File: src/rtl/refill_pkg.sv
// Shared types and constants for the miss/refill requester.
package refill_pkg;

    localparam int LINE_W = 64;
    localparam int ADDR_W = 32;

    // Memory works on 8-byte lines, so the low three address bits are dropped.
    localparam logic [ADDR_W-1:0] ALIGN_MASK = 32'hFFFF_FFF8;

    typedef enum logic [2:0] {
        ST_IDLE  = 3'd0,
        ST_WB    = 3'd1,
        ST_DMISS = 3'd2,
        ST_IMISS = 3'd3,
        ST_DRAIN = 3'd4
    } state_e;

    function automatic logic [ADDR_W-1:0] align_addr(input logic [ADDR_W-1:0] a);
        return a & ALIGN_MASK;
    endfunction

endpackage

File: src/rtl/refill_timer.sv
// Loadable up-counter with clear and enable; flags when the count equals term.
module refill_timer #(
    parameter int TO_W = 4
) (
    input  logic            clk,
    input  logic            rst_n,
    input  logic            clr,
    input  logic            load,
    input  logic [TO_W-1:0] load_val,
    input  logic            en,
    input  logic [TO_W-1:0] term,
    output logic            expired
);

    logic [TO_W-1:0] count_reg;

    always_ff @(posedge clk or negedge rst_n) begin
        if (!rst_n) begin
            count_reg <= '0;
        end else if (load) begin
            count_reg <= load_val;
        end else if (clr) begin
            count_reg <= '0;
        end else if (en) begin
            count_reg <= count_reg + TO_W'(1);
        end
    end

    assign expired = (count_reg == term);

endmodule

File: src/rtl/refill_ctrl.sv
// Arbitrates I/D cache misses onto the backing memory, with optional dirty
// writeback before a D refill and timeout recovery for lost fills.
module refill_ctrl
    import refill_pkg::*;
#(
    parameter int TIMEOUT = 15,
    parameter int TO_W    = 4,
    parameter int DRAIN   = 4
) (
    input  logic              clk,
    input  logic              rst_n,
    input  logic              ic_req,
    input  logic [ADDR_W-1:0] ic_addr,
    output logic              ic_ack,
    output logic [LINE_W-1:0] ic_data,
    input  logic              dc_req,
    input  logic [ADDR_W-1:0] dc_addr,
    input  logic              dc_wb,
    input  logic [ADDR_W-1:0] dc_wb_addr,
    input  logic [LINE_W-1:0] dc_wb_data,
    output logic              dc_ack,
    output logic [LINE_W-1:0] dc_data,
    output logic              err,
    output logic [ADDR_W-1:0] mem_iaddr,
    output logic [ADDR_W-1:0] mem_daddr,
    output logic              mem_imiss,
    output logic              mem_dmiss,
    input  logic [LINE_W-1:0] mem_data,
    input  logic              mem_ifill,
    input  logic              mem_dfill,
    output logic              mem_we,
    output logic [ADDR_W-1:0] mem_addr_in,
    output logic [LINE_W-1:0] mem_data_in
);

    localparam logic [TO_W-1:0] TMO_TERM   = TO_W'(TIMEOUT);
    localparam logic [TO_W-1:0] DRAIN_TERM = TO_W'(DRAIN);
    localparam logic [TO_W-1:0] TMR_ONE    = TO_W'(1);

    state_e state_reg, state_next;

    logic              ic_ack_reg, dc_ack_reg, err_reg;
    logic              mem_imiss_reg, mem_dmiss_reg, mem_we_reg;
    logic [LINE_W-1:0] ic_data_reg, dc_data_reg, mem_data_in_reg;
    logic [ADDR_W-1:0] mem_iaddr_reg, mem_daddr_reg, mem_addr_in_reg;

    logic              take_wb, take_d, take_i;
    logic              fill_d, fill_i, timeout;
    logic              tmr_clr, tmr_load, tmr_en, tmr_expired;
    logic [TO_W-1:0]   tmr_term;

    // One counter serves both the miss timeout and the post-timeout drain;
    // loading 1 on entry makes the count equal the number of cycles spent.
    refill_timer #(.TO_W(TO_W)) u_timer (
        .clk      (clk),
        .rst_n    (rst_n),
        .clr      (tmr_clr),
        .load     (tmr_load),
        .load_val (TMR_ONE),
        .en       (tmr_en),
        .term     (tmr_term),
        .expired  (tmr_expired)
    );

    always_comb begin
        state_next = state_reg;
        take_wb    = 1'b0;
        take_d     = 1'b0;
        take_i     = 1'b0;
        fill_d     = 1'b0;
        fill_i     = 1'b0;
        timeout    = 1'b0;
        tmr_clr    = 1'b0;
        tmr_load   = 1'b0;
        tmr_en     = 1'b0;
        tmr_term   = TMO_TERM;
        case (state_reg)
            ST_IDLE: begin
                tmr_clr = 1'b1;
                // The side being acked still holds req this cycle; skip it.
                if (dc_req && !dc_ack_reg) begin
                    tmr_load = 1'b1;
                    if (dc_wb) begin
                        take_wb    = 1'b1;
                        state_next = ST_WB;
                    end else begin
                        take_d     = 1'b1;
                        state_next = ST_DMISS;
                    end
                end else if (ic_req && !ic_ack_reg) begin
                    tmr_load   = 1'b1;
                    take_i     = 1'b1;
                    state_next = ST_IMISS;
                end
            end
            ST_WB: begin
                tmr_load   = 1'b1;
                take_d     = 1'b1;
                state_next = ST_DMISS;
            end
            ST_DMISS: begin
                tmr_en = 1'b1;
                if (mem_dfill) begin
                    fill_d     = 1'b1;
                    state_next = ST_IDLE;
                end else if (tmr_expired) begin
                    timeout    = 1'b1;
                    tmr_load   = 1'b1;
                    state_next = ST_DRAIN;
                end
            end
            ST_IMISS: begin
                tmr_en = 1'b1;
                if (mem_ifill) begin
                    fill_i     = 1'b1;
                    state_next = ST_IDLE;
                end else if (tmr_expired) begin
                    timeout    = 1'b1;
                    tmr_load   = 1'b1;
                    state_next = ST_DRAIN;
                end
            end
            ST_DRAIN: begin
                tmr_en   = 1'b1;
                tmr_term = DRAIN_TERM;
                if (tmr_expired) begin
                    state_next = ST_IDLE;
                end
            end
            default: begin
                state_next = ST_IDLE;
            end
        endcase
    end

    always_ff @(posedge clk or negedge rst_n) begin
        if (!rst_n) begin
            state_reg       <= ST_IDLE;
            ic_ack_reg      <= 1'b0;
            dc_ack_reg      <= 1'b0;
            err_reg         <= 1'b0;
            mem_imiss_reg   <= 1'b0;
            mem_dmiss_reg   <= 1'b0;
            mem_we_reg      <= 1'b0;
            ic_data_reg     <= '0;
            dc_data_reg     <= '0;
            mem_data_in_reg <= '0;
            mem_iaddr_reg   <= '0;
            mem_daddr_reg   <= '0;
            mem_addr_in_reg <= '0;
        end else begin
            state_reg     <= state_next;
            ic_ack_reg    <= fill_i;
            dc_ack_reg    <= fill_d;
            err_reg       <= timeout;
            // Miss lines follow the next state, so they drop on the fill edge.
            mem_imiss_reg <= (state_next == ST_IMISS);
            mem_dmiss_reg <= (state_next == ST_DMISS);
            mem_we_reg    <= take_wb;
            if (fill_i) begin
                ic_data_reg <= mem_data;
            end
            if (fill_d) begin
                dc_data_reg <= mem_data;
            end
            if (take_i) begin
                mem_iaddr_reg <= align_addr(ic_addr);
            end
            if (take_d) begin
                mem_daddr_reg <= align_addr(dc_addr);
            end
            if (take_wb) begin
                mem_addr_in_reg <= align_addr(dc_wb_addr);
                mem_data_in_reg <= dc_wb_data;
            end
        end
    end

    assign ic_ack      = ic_ack_reg;
    assign ic_data     = ic_data_reg;
    assign dc_ack      = dc_ack_reg;
    assign dc_data     = dc_data_reg;
    assign err         = err_reg;
    assign mem_iaddr   = mem_iaddr_reg;
    assign mem_daddr   = mem_daddr_reg;
    assign mem_imiss   = mem_imiss_reg;
    assign mem_dmiss   = mem_dmiss_reg;
    assign mem_we      = mem_we_reg;
    assign mem_addr_in = mem_addr_in_reg;
    assign mem_data_in = mem_data_in_reg;

endmodule

File: config.mk
export PLATFORM = sky130hd
export DESIGN_NAME = refill_ctrl
export DESIGN_NICKNAME = d
export VERILOG_FILES = /design/src/rtl/refill_pkg.sv /design/src/rtl/refill_timer.sv /design/src/rtl/refill_ctrl.sv
export SDC_FILE = /design/constraint.sdc
export NUM_CORES = 1
export LEC_CHECK = 0
export BUFFER_PORTS_ARGS = -buffer_cell sky130_fd_sc_hd__clkbuf_2
export CORE_AREA = 3 3 204 206
export DETAILED_ROUTE_END_ITERATION = 8
export DIE_AREA = 0 0 207 209
export GPL_TIMING_DRIVEN = 0
export HOLD_SLACK_MARGIN = 0.05
export PLACE_DENSITY = 0.58
export SYNTH_ARGS = -nofsm -noshare
export SYNTH_HDL_FRONTEND = slang
export SYNTH_SLANG_ARGS = --single-unit
File: constraint.sdc
create_clock -name clk -period 4.6 [get_ports clk]
set_clock_uncertainty 0.2 [all_clocks]
set_input_delay 0.46 -clock clk [delete_from_list [all_inputs] [get_ports clk]]
set_output_delay 0.46 -clock clk [all_outputs]
set_load 0.01 [all_outputs]
After elaboration in Yosys (flattened, before gate mapping)
Index checks and enable logic that the tools add are counted.

word-level totals
  word-level logic and storage cells = 62
  register bits after elaboration = 292
  bits of input ports = 231
  output and inout bits = 294

operators by class
  mux-type cells = 33
  reductions and logical operators = 7
  add/subtract/negate cells = 1
  eq/ne operators = 7

operator list
  operator                                              number
  2-to-1 mux 1 bit                                      18
  2-to-1 mux 3 bit                                      6
  2-to-1 mux 4 bit                                      4
  case mux 3 bit (5 select lines)                       1
  equality test 3 x 2 -> 1 bit (second input constant)  4
  adder 4 x 1 -> 4 bit (second input constant)          1
  equality test 4 bit                                   1
  case mux 1 bit (2 select lines)                       2
  case mux 1 bit (4 select lines)                       1
  equality test 3 x 1 -> 1 bit (second input constant)  1
  equality test 3 bit (second input constant)           1
  zero test 3 bit                                       1
  nonzero test 3 bit                                    1
  OR reduction 3 bit                                    1
  logical AND 1 bit                                     2
  zero test 1 bit                                       2
  2-to-1 mux 2 bit                                      1

Logic depth before layout (Yosys ltp)
Gate-level depths: netlist (run 1).

  depth in word-level cells = 7
  depth in mapped cells = 7
  gate-level depth less buffers = 5

Hierarchy
A second synthesis (run 1) with hierarchy kept.

second synthesis, totals
  cells, all modules = 673
  area total of the unflattened synthesis = 11,523.6 um^2

by module, submodules not included
  module        sequential area each (um^2)  instances  area each (um^2)  cells an instance
  refill_ctrl   7,206.9                      1          11,283.3          652
  refill_timer  100.1                        1          240.2             21

Worst setup path before layout (run 1)
Ideal clock, no wire load.

  kind = register -> register
  start = register state_reg[0]
  end = register mem_data_in_reg[10] (netlist: mem_data_in[10])
  data required time = 4.273 ns
  clock period less this slack = 1.994 ns
  library setup time = 0.127 ns
  data arrival time = 1.667 ns
  buffers on the path = 3
  cell stages (with the launch flop) = 7
  path slack = 2.606 ns
  cell sequence = dfrtp_1 -> buf_2 -> or2_4 -> nor4_4 -> buf_4 -> buf_6 -> mux2_1

on the way
  cells in the longest elaborated chain, start to end = 2

ends and longest elaborated chain
  item                    line                source
  start, declared         refill_ctrl.sv:40   state_e state_reg, state_next;
  start signal, assigned  refill_ctrl.sv:152  state_reg <= state_next;
  zero test 3 bit         refill_ctrl.sv:77   case (state_reg)
  2-to-1 mux 1 bit        refill_ctrl.sv:77
  end signal, assigned    refill_ctrl.sv:174  mem_data_in_reg <= dc_wb_data;
  end, declared           refill_ctrl.sv:44   logic [LINE_W-1:0] ic_data_reg, dc_data_reg, mem_data_in_reg;

No other way between the ends.
A chain may end at the register's enable or synchronous reset.

Final worst setup path (run 1)
  start = register state_reg[2]
  end = register ic_data_reg[45] (netlist: ic_data[45])

on the way
  cells in the longest elaborated chain, start to end = 2

ends and longest elaborated chain
  item                          line                source
  equality test 3 x 2 -> 1 bit  refill_ctrl.sv:77
  2-to-1 mux 1 bit              refill_ctrl.sv:77
  end signal, assigned          refill_ctrl.sv:161  ic_data_reg <= mem_data;
  end, declared                 refill_ctrl.sv:44

No other way between the ends.

==> results of run 1 <==
==> worst max-delay path: stages, from the launching register on <==
cell and delay, ps:
dfrtp_1 420, buf_2 200, nand4b_1 300, inv_1 130, clkbuf_1 470, clkbuf_1 480, nand2_1 190, nand2_1 90
==> worst max-delay path by stage <==
stage,start,to,slack [ps],cells after the start
2_1_floorplan,state_reg[0],mem_data_in[10],2610,6
3_3_place_gp,rst_n,mem_daddr[21],-3540,1
3_5_place_dp,state_reg[2],ic_data[49],2050,7
4_1_cts,state_reg[2],ic_data[45],2040,7
5_1_grt,state_reg[2],ic_data[45],1880,7
6_report,state_reg[2],ic_data[45],2060,7
==> timing repair <==
item | in CTS | in global routing
gates resized for setup | 0 | 0
hold buffers | 216 | 0
endpoints found under the hold margin | 356 | 0
==> where the power goes <==
| part | internal [mW] | total [mW] | switching [mW] |
|---|---|---|---|
| Sequential | 3.84 | 4.54 | 0.708 |
| Clock | 1.72 | 2.76 | 1.04 |
| Combinational | 2.07 | 4.38 | 2.30 |
==> stage by stage <==
stage	setup TNS, ps	setup slack, ps
after floorplan	0	2610
after global placement	-1021430	-3540
after detailed placement	0	2050
after CTS	0	2040
after global routing	0	1880
final	0	2060
==> layout make-up <==
cell class              count  area (um^2)
fillers                  3694        22100
clock buffers              50         1030
well taps                 525          657
diodes                      1         2.50
multi-input cells         469         3520
repair buffers            724         4760
flip-flops and latches    292         7310
plain buffers              49          304
inverters                   3         11.3
clock inverters             7          115
==> logic make-up after synthesis <==
kind of cell | count (synthesis) | synth area share
flip-flops | 292 | 0.658
buffers and inverters | 52 | 0.0284
adder cells (fa/ha/maj) | 1 | 0.00113
AO/OA/AOI/OAI | 17 | 0.00946
multiplexers | 217 | 0.220
other | 1 | 0.000337
AND/OR/NAND/NOR | 225 | 0.0834
==> layer usage <==
metal | vias to the layer above | part of all wire | global-route usage | routed length, um
li1 | 4217 | - | - | -
met1 | 4396 | 0.36 | 0.178 | 13600
met2 | 386 | 0.50 | 0.296 | 18700
met3 | 71 | 0.083 | 0.0585 | 3100
met4 | 0 | 0.056 | 0.101 | 2080
met5 | - | 0 | 0 | 0
==> cells in the final DEF (no fill, tap or decap), types with 4 or more instances in the layout <==
master	count
mux2_1	59
a21oi_1	6
clkbuf_2	505
clkbuf_1	20
nand2_1	197
dlygate4sd3_1	216
buf_2	12
conb_1	9
nor2b_1	5
nor2_1	4
buf_4	16
mux2_2	156
clkbuf_16	37
clkbuf_8	7
buf_6	6
o21ai_0	4
dfrtp_1	292
==> impl_metrics.py, run 1 <==
metrics = {
    "run_status": {
        "status": "finished clean",
    },
    "clock_tree": {
        "cts_sinks": 292,
        "cts_inserted_buffers": 34,
        "clock_path_buffers": 3,
        "root_buffer": "clkbuf_16",
        "path_clk_slew_ps": 60,
        "postCtsSetupBuffers": 0,
        "clk_latency_ps": 510,
        "htreeDepth": 2,
        "cts_tree": "yes",
    },
    "sta": {
        "finalMaxSlewViolations": 0,
        "tightest_slew_ps": 664,
        "setup_viol": 0,
        "fmax_mhz": 394,
        "hold_viol": 0,
        "rsz0062_at_grt": "no",
        "fin_crit_sh": 0.551,
        "fin_crit_ps": 2540,
        "holdWs_ps": 125,
        "slew_headroom": 0.557,
    },
    "logic_synthesis": {
        "netlist.area_leader.share": 0.658,
        "synth_edf_count": 0,
        "yosysMostFrequentCell": "dfrtp_1",
        "yosys_warnings": 0,
        "async_flop_share": 1.00,
        "synth_top_area_cell": "dfrtp_1",
        "syn_avg_cell_area_um2": 13.8,
        "ys_ff_latch": 292,
        "syn-instance-count": 805,
        "syn_area_um2": 11100,
        "ys_seq_area_frac": 0.658,
        "synth_flop_cell": "dfrtp_1",
        "synth_cell_types": 37,
        "ys_top_cells_by_count": "dfrtp_1, nand2_1, mux2_2",
        "synth.area.top_cells": "dfrtp_1, mux2_2, nand2_1",
    },
    "critical_path": {
        "arrival_ps": 2790,
        "ff2ff_path_depth": 7,
        "r2r-end": "ic_data[45]",
        "r2r-start": "state_reg[2]",
        "crit_path_end_kind": "register",
        "required_ps": 4850,
        "r2r_slack_ps": 2060,
        "crit_path_start_kind": "register",
        "path_class": "reg2reg",
        "path_max_fanout": 10,
    },
    "power": {
        "finalPower_mw": 11.7,
        "power.leakage_nw": 8.91,
        "power_density_nw_per_um2": 660,
        "peakVddDrop_uv": 384,
    },
    "placement": {
        "placed_cell_area_um2": 14400,
        "place_hpwl_mm": 27.1,
        "gp_congestion": 0.859,
        "portBuffers": 506,
        "dp_cells": 1846,
    },
    "floorplan": {
        "fp.coreArea_um2": 39800,
        "ioPinCount": 525,
        "rows": 73,
        "die_y_um": 209,
        "die_area_um2": 43300,
        "die_w_um": 207,
        "initial_utilization": 0.279,
    },
    "route": {
        "ant_nets": 0,
        "wl_mm": 37.5,
        "drcViolationCount": 0,
        "vias": 9070,
        "drt_iter0_drc": 315,
        "avgRoutedWirePerCell_um": 17.7,
        "drt-pass1-iter-count": 4,
        "viasPerCell": 4.28,
    },
    "cells_and_area": {
        "final_cells": 2120,
        "post-route-cell-area_um2": 17700,
        "drive_gt1_frac": 0.471,
        "area_delta_synth_final_pct": 59.4,
        "utilization": 0.445,
        "fin_nets": 1805,
    },
    "hold_path": {
        "hp-start": "mem_dfill",
        "min_delay_path_depth": 4,
        "min_to": "err",
        "min_path_type": "in2reg",
    },
    "global_routing": {
        "grt_max_degree": 109,
        "grt-ovfl-total": 0,
        "grt_pass1_vias": 10000,
        "grt_pass1_wl_mm": 57.9,
        "grt_antenna_before_repair": 1,
        "grt.total_usage": 0.170,
    },
    "flow_run": {
        "max_cap_violations": 0,
    },
}
Power figures use the tool's default switching activity.
==> inputs of run 2 (changes only) <==
- CORE_AREA: 3 3 204 206 -> 3 3 205 207
- DIE_AREA: 0 0 207 209 -> 0 0 208 210
- PLACE_DENSITY: 0.58 -> 0.6
- clock period: 4.6 -> 2.25 ns (I/O delays scaled with it)
==> run 2 against run 1 <==
Effect of this change: combinational power grew 100%; global-route usage fell by 0.74 points; critical endpoint is now mem_data_in[36]; critical path depth decreased by 1.
==> impl_metrics.py, run 2 (synthesis results as in run 1) <==
metrics = {
    "placement": {
        "portBuffers": 506,
        "gp_congestion": 0.810,
        "dp_cells": 1853,
        "placed_cell_area_um2": 14400,
        "place_hpwl_mm": 26.2,
    },
    "route": {
        "avgRoutedWirePerCell_um": 17.2,
        "vias": 9073,
        "drcViolationCount": 0,
        "drt-pass1-iter-count": 4,
        "ant_nets": 0,
        "drt_iter0_drc": 263,
        "wl_mm": 36.7,
        "viasPerCell": 4.26,
    },
    "sta": {
        "tightest_slew_ps": 792,
        "hold_viol": 0,
        "setup_viol": 0,
        "fmax_mhz": 459,
        "slew_headroom": 0.472,
        "rsz0062_at_grt": "no",
        "finalMaxSlewViolations": 0,
        "fin_crit_sh": 0.967,
        "fin_crit_ps": 2180,
    },
    "cells_and_area": {
        "fin_nets": 1811,
        "drive_gt1_frac": 0.480,
        "seq_area_um2": 7310,
        "multi_input_area_um2": 3530,
        "final_cells": 2129,
        "final_common_cell": "clkbuf_2",
        "num_antenna_cells": 0,
        "final_cell_mix": "clkbuf_2, dfrtp_1, dlygate4sd3_1",
        "post-route-cell-area_um2": 17800,
        "utilization": 0.439,
        "area_delta_synth_final_pct": 60.2,
        "fill_cells": 3688,
    },
    "floorplan": {
        "rows": 74,
        "die_y_um": 210,
        "fp.coreArea_um2": 40600,
        "die_w_um": 208,
        "initial_utilization": 0.274,
        "die_area_um2": 43700,
        "ioPinCount": 525,
    },
    "power": {
        "power_density_nw_per_um2": 1320,
        "clockPowerShare": 0.228,
        "power.switching_mw": 8.12,
        "sequentialPowerShare": 0.394,
        "combPwrFrac": 0.379,
        "swShare": 0.345,
        "p_int_mw": 15.5,
        "power.leakage_nw": 8.96,
        "peakVddDrop_uv": 681,
    },
    "global_routing": {
        "grt_pass1_wl_mm": 56.6,
        "grt_max_degree": 110,
        "grt_pass1_vias": 9940,
        "grt_antenna_before_repair": 0,
        "grt.total_usage": 0.163,
        "grt-ovfl-total": 0,
    },
    "critical_path": {
        "path_buf_inv": 3,
        "critical-path-top-delay-family": "simple AND/OR/NAND/NOR gates",
        "cp_common_cell": "buf_6",
        "crit_path_start_kind": "register",
        "r2r-end": "mem_data_in[36]",
        "path_class": "reg2reg",
        "required_ps": 2440,
        "critical_path.cell_chain": "or2_4, nor4_4, buf_6, buf_12, buf_6, mux2_1",
        "crit_slowest_cell": "dfrtp_1",
        "ff2ff_path_depth": 6,
        "path_max_fanout": 10,
        "crit_path_end_kind": "register",
        "r2r_slack_ps": 70,
        "r2r-start": "state_reg[1]",
        "arrival_ps": 2360,
        "crit_path_max_incr_delay_ps": 450,
    },
    "clock_tree": {
        "cts_inserted_buffers": 34,
        "cts_tree": "yes",
        "cts_sinks": 292,
        "clk_latency_ps": 520,
        "htreeDepth": 2,
        "root_buffer": "clkbuf_16",
        "path_clk_slew_ps": 60,
        "clock_path_buffers": 3,
    },
    "run_status": {
        "status": "finished clean",
    },
    "flow_run": {
        "max_cap_violations": 0,
    },
    "hold_path": {
        "min_path_type": "in2async",
    },
}
run 2: changes by cell type in the layout (fill, tap and decap cells not counted), moves of 2 or more:
cell	change
buf_12	+2
clkbuf_1	-10
clkbuf_2	+10
dlygate4sd3_1	+3
buf_4	+2
buf_2	-4
clkbuf_4	+3
bufinv_16	-2
buf_1	-2
run 2: final cells by class:
type | count | share of cell area
Sequential cell | 292 | 0.411
Timing Repair Buffer | 731 | 0.272
Multi-Input combinational cell | 469 | 0.198
Clock buffer | 51 | 0.0589
Tap cell | 532 | 0.0374
Buffer | 48 | 0.0198
Clock inverter | 3 | 0.00239
Inverter | 3 | 0.000633
run 2: power groups by stage:
stage | Combinational, mW | Sequential [mW] | Clock [mW]
floorplan | 3.29 | 10.3 | 0
global placement | 8.56 | 9.17 | 0
detailed placement | 8.70 | 9.26 | 0
CTS | 9.04 | 9.23 | 5.59
global route | 9.67 | 9.60 | 5.76
finish | 8.93 | 9.28 | 5.37
run 2: worst max path at each step:
stage	start	endpoint	slack, ps	cells after the start
2_1_floorplan	state_reg[0]	mem_data_in[10]	260	6
3_3_place_gp	rst_n	mem_addr_in[10]	-5550	1
3_5_place_dp	state_reg[2]	ic_data[63]	-190	7
4_1_cts	state_reg[0]	mem_addr_in[28]	4	6
5_1_grt	state_reg[1]	mem_data_in[20]	10	6
6_report	state_reg[1]	mem_data_in[36]	70	6
run 2: per-stage QoR:
stage / total power [mW] / hold WS [ps] / setup slack (ps) / TNS [ps]
2_1_floorplan: 13.6 / -271 / 256 / 0
3_3_place_gp: 17.7 / 233 / -5550 / -1622250
3_5_place_dp: 18.0 / 126 / -194 / -15340
4_1_cts: 23.9 / 86.0 / 3.81 / 0
5_1_grt: 25.0 / 121 / 11.2 / 0
6_report: 23.6 / 111 / 73.2 / 0
run 2: what timing repair did:
item | in CTS | in global routing
buffers inserted | 1 | 2
pin swaps | 1 | 0
resized for setup | 12 | 22
endpoints found under the hold margin | 372 | 0
hold buffers | 219 | 0
cloned | 0 | 1
setup endpoints to repair | 179 | 181
run 2: worst reg2reg max path, cell delays in order, from the launching register on:
cell and delay (ps):
dfrtp_1 450, or2_4 310, nor4_4 270, buf_6 180, buf_12 140, buf_6 160, mux2_1 340
run 2: metal layers:
metal  track usage  wire length [um]  vias to the layer above
li1              -                 -                     4235
met1         0.182             14000                     4426
met2         0.292             18900                      357
met3        0.0499              2770                       55
met4        0.0621              1080                        0
met5             0                 0                        -
==> inputs of run 3 (changes only) <==
- CORE_AREA: 3 3 205 207 -> 3 3 206 208
- DIE_AREA: 0 0 208 210 -> 0 0 209 211
- SYNTH_HIERARCHICAL: not set -> 1
==> run 3 against run 2 <==
Effect of this change: hold slack worse by 21 ps; critical path depth is 3 higher; via count is 5.8% lower; critical endpoint is now u_timer/count_reg[1]; largest cell class unchanged; global-route usage shrank 0.31 points; highest routed layer unchanged.
==> impl_metrics.py, run 3 <==
metrics = {
    "power": {
        "power_density_nw_per_um2": 1380,
        "peakVddDrop_uv": 870,
        "power.leakage_nw": 8.98,
    },
    "sta": {
        "fmax_mhz": 455,
        "rsz0062_at_grt": "yes",
        "finalMaxSlewViolations": 0,
        "tns_ps": 0,
        "layout_setup_ws_ps": 53.9,
        "tightest_slew_ps": 600,
        "holdWs_ps": 90.1,
        "hold_viol": 0,
        "fin_crit_sh": 0.976,
        "slew_headroom": 0.600,
        "setup_viol": 0,
        "fin_crit_ps": 2200,
    },
    "logic_synthesis": {
        "synth_cell_types": 37,
        "syn_area_um2": 11500,
        "synth.area.top_cells": "dfrtp_1, mux2_2, mux2_4",
        "async_flop_share": 1.00,
        "synth_edf_count": 0,
        "ys_ff_latch": 292,
        "synth_top_area_cell": "dfrtp_1",
        "netlist.area_leader.share": 0.634,
        "ys_seq_area_frac": 0.634,
        "yosys_warnings": 6,
        "ys_top_cells_by_count": "dfrtp_1, mux2_2, mux2_4",
        "synth_flop_cell": "dfrtp_1",
        "syn-instance-count": 673,
        "syn_avg_cell_area_um2": 17.1,
        "yosysMostFrequentCell": "dfrtp_1",
    },
    "floorplan": {
        "die_w_um": 209,
        "ioPinCount": 525,
        "die_y_um": 211,
        "fp.coreArea_um2": 40700,
        "die_area_um2": 44100,
        "rows": 74,
        "initial_utilization": 0.283,
    },
    "cells_and_area": {
        "seq_area_um2": 7310,
        "final_cell_mix": "clkbuf_2, dfrtp_1, dlygate4sd3_1",
        "area_delta_synth_final_pct": 58.7,
        "final_common_cell": "clkbuf_2",
        "utilization": 0.449,
        "drive_gt1_frac": 0.609,
        "fin_nets": 1687,
        "multi_input_area_um2": 3910,
        "fill_cells": 3620,
        "num_antenna_cells": 0,
    },
    "route": {
        "vias": 8551,
        "wl_mm": 35.8,
        "viasPerCell": 4.26,
        "met1_length_mm": 14.0,
        "drt-pass1-iter-count": 4,
        "top_layer": "met4",
        "drcViolationCount": 0,
        "wl_met2_mm": 17.7,
        "drt_iter0_drc": 205,
        "ant_nets": 0,
        "avgRoutedWirePerCell_um": 17.8,
        "met3_wirelength_mm": 2.86,
    },
    "global_routing": {
        "grt_pass1_wl_mm": 55.5,
        "grt_max_degree": 113,
        "grt-ovfl-total": 0,
        "grt.total_usage": 0.160,
        "grt_antenna_before_repair": 0,
        "grt_pass1_vias": 9620,
    },
    "run_status": {
        "status": "finished clean",
    },
    "clock_tree": {
        "root_buffer": "clkbuf_16",
        "cts_sinks": 292,
        "cts_tree": "yes",
        "path_clk_slew_ps": 60,
        "clock_path_buffers": 3,
        "htreeDepth": 2,
        "cts_inserted_buffers": 35,
        "clk_latency_ps": 520,
    },
    "placement": {
        "place_ws_ps": -341,
        "gp_congestion": 0.771,
        "portBuffers": 506,
        "place_hpwl_mm": 25.1,
    },
    "critical_path": {
        "arrival_ps": 2400,
        "r2r-end": "u_timer/count_reg[1]",
        "crit_path_start_kind": "register",
        "ff2ff_path_depth": 9,
        "r2r-start": "state_reg[0]",
        "path_class": "reg2reg",
        "path_max_fanout": 5,
        "r2r_slack_ps": 50,
        "crit_path_end_kind": "register",
        "required_ps": 2460,
    },
    "flow_run": {
        "max_cap_violations": 0,
    },
    "hold_path": {
        "min_path_type": "in2reg",
        "min_delay_path_depth": 5,
        "hp-start": "dc_req",
        "min_to": "mem_imiss",
    },
}
[run 3: changes by cell type after synthesis, sizes merged, moves of 2 or more]
cell    previous run  this run
a21oi              6         4
o21ai              4         1
mux2             215       280
a22o               0         4
xnor2              0         2
clkbuf            13         0
nor2b              5         3
nand2            197         6
xor2               0         5
buf               36        43
[run 3: report_power, final]
| part | leakage [nW] | internal (mW) | switching (mW) |
|---|---|---|---|
| Clock | 0.551 | 3.39 | 2.13 |
| Combinational | 4.95 | 5.47 | 4.77 |
| Sequential | 3.49 | 7.92 | 1.47 |
[run 3: timing repair]
item | in CTS | in global routing
setup endpoints to repair | 122 | 17
resized for setup | 8 | 6
hold buffers | 219 | 0
hold endpoints to repair | 354 | 0
buffers inserted | 2 | 5
pin swaps | 2 | 6
[run 3: worst max-delay path by stage]
| stage | slack, ps | end | startpoint | cells after the start |
|---|---|---|---|---|
| 2_1_floorplan | 10 | u_timer/count_reg[0] | state_reg[0] | 9 |
| 3_3_place_gp | -5510 | mem_daddr[23] | rst_n | 1 |
| 3_5_place_dp | -340 | u_timer/count_reg[0] | state_reg[0] | 9 |
| 4_1_cts | -6 | u_timer/count_reg[0] | state_reg[0] | 9 |
| 5_1_grt | -40 | u_timer/count_reg[3] | state_reg[0] | 9 |
| 6_report | 50 | u_timer/count_reg[1] | state_reg[0] | 9 |
[run 3: per-layer routing]
metal  up-vias  track usage
li1       3905            -
met1      4238        0.184
met2       347        0.277
met3        61       0.0514
met4         0       0.0637
met5         -            0
[run 3: logic make-up (layout without fill, tap and decap cells)]
logic type               Yosys count  count (layout)  share of synthesized area
AO/OA/AOI/OAI                     14              14                    0.00890
XOR/XNOR                           7               7                    0.00532
adder cells (fa/ha/maj)            1               1                    0.00109
buffers and inverters             47             839                     0.0381
flip-flops                       292             292                      0.634
multiplexers                     282             282                      0.298
other                              2              14                   0.000652
AND/OR/NAND/NOR                   28              28                     0.0140
[run 3: cell type report]
class | count | area share
Buffer | 42 | 0.0233
Sequential cell | 292 | 0.400
Timing Repair Buffer | 734 | 0.265
Inverter | 4 | 0.000821
Tap cell | 532 | 0.0364
Clock buffer | 51 | 0.0562
Clock inverter | 8 | 0.00527
Multi-Input combinational cell | 346 | 0.214
[run 3: per-stage QoR]
stage | area (um^2) | cells | total power, mW
after floorplan | 11600 | 685 | 14.9
after global placement | 14800 | 1723 | 19.1
after global routing | 18300 | 2009 | 26.7
after CTS | 18200 | 2005 | 25.4
after detailed placement | 14800 | 1725 | 19.3
final | 18300 | 2009 | 25.2
[run 3: worst max-delay path, stage by stage, from the launching register on]
cell,delay [ps]
dfrtp_1,420
buf_6,160
nor2_4,120
nand2_4,80
xor2_2,160
nor4_4,320
nand3_2,150
a21oi_4,210
nor2_4,70
a22o_1,180
